==> src/rtl/cpu_pkg.sv <==
// Shared CPU definitions: opcode constants, fetch FSM states
// and the two-word instruction classifier used by fetch and decode.
package cpu_pkg;

    localparam int OPC_W = 5;

    localparam logic [OPC_W-1:0] OPC_LDM = 5'b11010;
    localparam logic [OPC_W-1:0] OPC_LDD = 5'b00111;
    localparam logic [OPC_W-1:0] OPC_STD = 5'b01100;

    typedef enum logic [1:0] {
        BOOT,
        FETCH_OP,
        FETCH_IMM
    } fetch_state_t;

    // Opcodes followed by a 16-bit immediate word
    function automatic logic is_two_word(input logic [OPC_W-1:0] opc);
        return (opc == OPC_LDM) || (opc == OPC_LDD) || (opc == OPC_STD);
    endfunction

endpackage

==> src/rtl/ifid_reg.sv <==
// IF/ID pipeline register: clear drops the entry to a bubble,
// enable loads a new entry, otherwise contents are held.
module ifid_reg #(
    parameter int PC_W    = 32,
    parameter int INSTR_W = 16
) (
    input  logic               clk,
    input  logic               rst,
    input  logic               en,
    input  logic               clr,
    input  logic               d_valid,
    input  logic [INSTR_W-1:0] d_instr,
    input  logic [INSTR_W-1:0] d_imm,
    input  logic [PC_W-1:0]    d_pc,
    output logic               q_valid,
    output logic [INSTR_W-1:0] q_instr,
    output logic [INSTR_W-1:0] q_imm,
    output logic [PC_W-1:0]    q_pc
);

    // Register update: clear beats load, load beats hold
    always_ff @(posedge clk or posedge rst) begin
        if (rst) begin
            q_valid <= 1'b0;
            q_instr <= '0;
            q_imm   <= '0;
            q_pc    <= '0;
        end else if (clr) begin
            q_valid <= 1'b0;
            q_instr <= '0;
            q_imm   <= '0;
        end else if (en) begin
            q_valid <= d_valid;
            q_instr <= d_instr;
            q_imm   <= d_imm;
            q_pc    <= d_pc;
        end
    end

endmodule

==> src/rtl/fetch_stage.sv <==
// Instruction fetch: PC, reset-vector boot, two-word assembly,
// stall/redirect handling, drives the IF/ID register.
module fetch_stage
    import cpu_pkg::*;
#(
    parameter int PC_W    = 32,
    parameter int INSTR_W = 16
) (
    input  logic               clk,
    input  logic               rst,
    output logic [PC_W-1:0]    imem_addr,
    input  logic [INSTR_W-1:0] imem_rdata,
    input  logic               stall,
    input  logic               redirect,
    input  logic [PC_W-1:0]    redirect_pc,
    output logic               ifid_valid,
    output logic [INSTR_W-1:0] ifid_instr,
    output logic [INSTR_W-1:0] ifid_imm,
    output logic [PC_W-1:0]    ifid_pc,
    output logic [PC_W-1:0]    pc
);

    fetch_state_t       state;
    fetch_state_t       state_next;
    logic [PC_W-1:0]    pc_next;
    logic [INSTR_W-1:0] hold_instr;
    logic [INSTR_W-1:0] hold_instr_next;
    logic [PC_W-1:0]    hold_pc;
    logic [PC_W-1:0]    hold_pc_next;

    logic               ifid_en;
    logic               ifid_clr;
    logic               d_valid;
    logic [INSTR_W-1:0] d_instr;
    logic [INSTR_W-1:0] d_imm;
    logic [PC_W-1:0]    d_pc;

    logic [OPC_W-1:0]   opc;
    logic [PC_W-1:0]    boot_pc;
    logic [PC_W-1:0]    pc_plus1;

    assign opc       = imem_rdata[INSTR_W-1 -: OPC_W];
    assign boot_pc   = {{(PC_W-INSTR_W){1'b0}}, imem_rdata};
    assign pc_plus1  = pc + PC_W'(1);
    assign imem_addr = (state == BOOT) ? '0 : pc;

    // State, PC and half-instruction hold registers
    always_ff @(posedge clk or posedge rst) begin
        if (rst) begin
            state      <= BOOT;
            pc         <= '0;
            hold_instr <= '0;
            hold_pc    <= '0;
        end else begin
            state      <= state_next;
            pc         <= pc_next;
            hold_instr <= hold_instr_next;
            hold_pc    <= hold_pc_next;
        end
    end

    // Next state, next PC and IF/ID load; redirect beats stall
    always_comb begin
        state_next      = state;
        pc_next         = pc;
        hold_instr_next = hold_instr;
        hold_pc_next    = hold_pc;
        ifid_en         = 1'b0;
        ifid_clr        = 1'b0;
        d_valid         = 1'b0;
        d_instr         = '0;
        d_imm           = '0;
        d_pc            = pc;
        if (state == BOOT) begin
            pc_next    = boot_pc;
            state_next = FETCH_OP;
        end else if (redirect) begin
            pc_next    = redirect_pc;
            state_next = FETCH_OP;
            ifid_clr   = 1'b1;
        end else if (!stall) begin
            pc_next = pc_plus1;
            ifid_en = 1'b1;
            if (state == FETCH_IMM) begin
                state_next = FETCH_OP;
                d_valid    = 1'b1;
                d_instr    = hold_instr;
                d_imm      = imem_rdata;
                d_pc       = hold_pc;
            end else if (is_two_word(opc)) begin
                state_next      = FETCH_IMM;
                hold_instr_next = imem_rdata;
                hold_pc_next    = pc;
            end else begin
                d_valid = 1'b1;
                d_instr = imem_rdata;
            end
        end
    end

    ifid_reg #(
        .PC_W   (PC_W),
        .INSTR_W(INSTR_W)
    ) u_ifid (
        .clk    (clk),
        .rst    (rst),
        .en     (ifid_en),
        .clr    (ifid_clr),
        .d_valid(d_valid),
        .d_instr(d_instr),
        .d_imm  (d_imm),
        .d_pc   (d_pc),
        .q_valid(ifid_valid),
        .q_instr(ifid_instr),
        .q_imm  (ifid_imm),
        .q_pc   (ifid_pc)
    );

endmodule

==> config.mk <==
export PLATFORM = sky130hd
export DESIGN_NAME = fetch_stage
export DESIGN_NICKNAME = d
export VERILOG_FILES = /design/src/rtl/cpu_pkg.sv /design/src/rtl/ifid_reg.sv /design/src/rtl/fetch_stage.sv
export SDC_FILE = /design/constraint.sdc
export NUM_CORES = 1
export LEC_CHECK = 0
export BUFFER_PORTS_ARGS = -buffer_cell sky130_fd_sc_hd__buf_2
export CAP_MARGIN = 20
export CORE_ASPECT_RATIO = 1.2
export CORE_MARGIN = 2
export CORE_UTILIZATION = 30
export DETAILED_ROUTE_END_ITERATION = 8
export HOLD_SLACK_MARGIN = 0.03
export PLACE_DENSITY_LB_ADDON = 0.2
export SETUP_SLACK_MARGIN = 0.3
export SLEW_MARGIN = 20
export SYNTH_ARGS = -nofsm -noshare
export SYNTH_HDL_FRONTEND = slang
export SYNTH_SLANG_ARGS = --single-unit
==> constraint.sdc <==
create_clock -name clk -period 9.9 [get_ports clk]
set_input_delay 0.99 -clock clk [delete_from_list [all_inputs] [get_ports clk]]
set_output_delay 0.99 -clock clk [all_outputs]
set_load 0.01 [all_outputs]
==> impl_metrics.toml <==
[hold_path]
min_path_type = "reg -> reg"
worst_hold_path.num_cells = 2
hold_end = "u_ifid.q_pc[14]$_DFFE_PP0P_"
min-delay-start = "u_ifid.q_pc[14]$_DFFE_PP0P_"

[cts]
numCtsBuffers = 17
cts.htree.levels = 4
ctsResizeCount = 0
ctsHoldBuffers = 0
cts_root_buffer = "clkbuf_16"
post_cts.repair.setup_buffers = 0
clk_latency_ns = 0.42
clk_pin_slew_ns = 0.06
cts_buffer_depth = 2
clock_sinks = 147
cts_tree = "built"

[grt]
grt_pass1_vias = 5653
grt_pass1_wl_microns = 33800
grt_max_degree = 81
grt_overflow = 0
track_usage = 0.180
antenna_found_initial = 1

[sta]
finalClockSkew_ns = 0.00550
fmax_ghz = 0.299
slew_violations = 0
fin_tns_setup_ns = 0
relSlewSlack = 0.334
worst_pin_slew_ns = 0.998
whs_ns = 0.475
grt_setup_unrepaired = "no"
fin_crit_sh = 0.337
period_minus_slack_ns = 3.34
setup_viol = 0
hold_violations = 0

[synthesis]
syn_avg_cell_area_sq_um = 10.2
ys_seq_area_frac = 0.527
syn_area_sq_um = 6990
synth.distinct_cells = 59
synth_edf_count = 0
synth-async-reset-ratio = 1.00
yosys-top-cells-area = "dfrtp_1 (53%), mux2_2 (6.1%), o21ai_0 (3.9%), nand2_1 (3.5%), o22ai_1 (3.0%)"
synthCells = 683
ys.flop_type = "dfrtp_1"
synth_fp_nets = 736
ys_warn_count = 0
yosys.area.top_type = "dfrtp_1"
synth-seq-cells = 147
synth.top_cell.area_share = 0.527

[floorplanning]
top_level_ports = 181
coreArea_sq_um = 23000
dieArea_sq_um = 24500
placementRows = 61
start_util = 0.303
die_w_microns = 143
die_y_microns = 171

[final_layout]
n_antenna_cell = 0
finalNetCount = 890
drive_above_1_share = 0.328
postLayoutCellArea_sq_um = 8730
syn2layout_area_growth_pct = 25.0

[placement]
numPortBuffers = 180
dpl-instance-area_sq_um = 8150
detailedPlacementHpwl_microns = 14600
place.gp.congestion = 0.774

[worst_setup_path]
cp-end-kind = "primary output"
r2r_start = "state[0]$_DFFE_PP0P_"
worstRegToRegCells = 5
required_ns = 8.91
crit_arrival_ns = 2.35
startpoint_type = "flip-flop"
r2r_setup_slack_ns = 6.77
path_max_fanout = 53
path_class = "reg -> out"
r2r-end = "u_ifid.q_pc[4]$_DFFE_PP0P_"

[routing]
firstDrtPassIters = 5
ant_nets = 0
vias = 5924
viasPerCell = 5.08
drt-total-wl_microns = 21700
wl_per_cell_microns = 18.6
first_iter_violations = 348
route.detailed.drc = 0

[flow_run]
maxCapViolCount = 0

[outcome]
status = "finished clean"

[power_and_ir_drop]
vdd_ir_drop_max_mv = 0.116
leakagePower_uw = 0.00420
powerDensity_nw_per_um2 = 195
-- cells by family after synthesis --
| family | count (synthesis) | share of synthesized area |
|---|---|---|
| compound gates | 202 | 0.191 |
| simple gates | 199 | 0.147 |
| flops | 147 | 0.527 |
| buf+inv | 77 | 0.0450 |
| mux | 51 | 0.0811 |
| xor+xnor | 6 | 0.00752 |
| fa+ha+maj | 1 | 0.00179 |
-- cells in the final DEF, fill, tap and decap left out, drive strengths merged, types with 7 or more instances in the layout --
| master | synthesis | routed |
|---|---|---|
| o21ai | 60 | 60 |
| a22o | 16 | 16 |
| nand2 | 65 | 65 |
| nor3b | 7 | 7 |
| buf | 16 | 189 |
| a21oi | 34 | 34 |
| nand3 | 18 | 18 |
| and2 | 32 | 32 |
| mux2 | 45 | 45 |
| clkbuf | 38 | 21 |
| and3 | 7 | 7 |
| nor2 | 31 | 31 |
| a31oi | 11 | 11 |
| inv | 23 | 25 |
| dfrtp | 147 | 147 |
| o22ai | 33 | 33 |
| a222oi | 16 | 16 |
| nand4 | 11 | 11 |
-- worst max-delay path by stage --
stage | end | startpoint
floorplan | hold_instr[0]$_DFFE_PP0P_ | rst
global placement | u_ifid.q_instr[14]$_DFFE_PP0P_ | redirect
detailed placement | u_ifid.q_instr[15]$_DFFE_PP0P_ | redirect
CTS | imem_addr[8] | state[0]$_DFFE_PP0P_
global route | imem_addr[26] | state[0]$_DFFE_PP0P_
finish | imem_addr[26] | state[1]$_DFFE_PP0P_
-- metal layers --
| layer | vias to the layer above | routed length [microns] | track usage |
|---|---|---|---|
| met2 | 174 | 10400 | 0.286 |
| met1 | 2934 | 10000 | 0.253 |
| met4 | 0 | 242 | 0.0520 |
| met5 | - | 0 | 0 |
| met3 | 17 | 1040 | 0.0316 |
| li1 | 2799 | - | - |
-- flip-flops by register name, indices dropped and copies added, names as in the netlist --
name and flops:
state 2, u_ifid.q_valid 1, pc 32, hold_instr 16, u_ifid.q_imm 16, hold_pc 32, u_ifid.q_instr 16, u_ifid.q_pc 32
-- through the flow --
step,utilization,std cells,power [uW],setup WS (ns)
after floorplan,-,683,945,4.96
after global placement,0.353,1133,1070,6.52
after detailed placement,0.353,1133,1080,6.51
after CTS,0.379,1165,1720,6.47
after global routing,0.379,1165,1790,6.37
final,0.379,1165,1700,6.56
-- cells in the mapped netlist (all sizes together) (4+ instances only) --
master	instances
a211oi	4
a21oi	34
a222oi	16
a22o	16
a2bb2oi	5
a31oi	11
and2	32
and3	7
and4	4
buf	16
clkbuf	38
dfrtp	147
inv	23
mux2	45
mux2i	6
nand2	65
nand2b	4
nand3	18
nand4	11
nor2	31
nor3	6
nor3b	7
nor4	4
o21ai	60
o22ai	33
xnor2	4
-- critical path: stages (launching register included) --
cell	delay, ns
dfrtp_1	0.63
or2_2	0.85
and2_1	0.26
buf_2	0.14
-- layout make-up --
class                   count  area [sq um]
fillers                  2399         14300
well taps                 315           394
repair buffers            189           968
clock inverters            11           101
flip-flops and latches    147          3680
inverters                  23          91.3
clock buffers              21           480
multi-input cells         459          3020
-- where the power goes --
group,internal (uW),total (uW),leakage (uW),switching [uW]
Combinational,134,286,0.00205,152
Sequential,697,776,0.00187,78.3
Clock,373,637,0.000278,265
(Power assumes the default switching activity.)
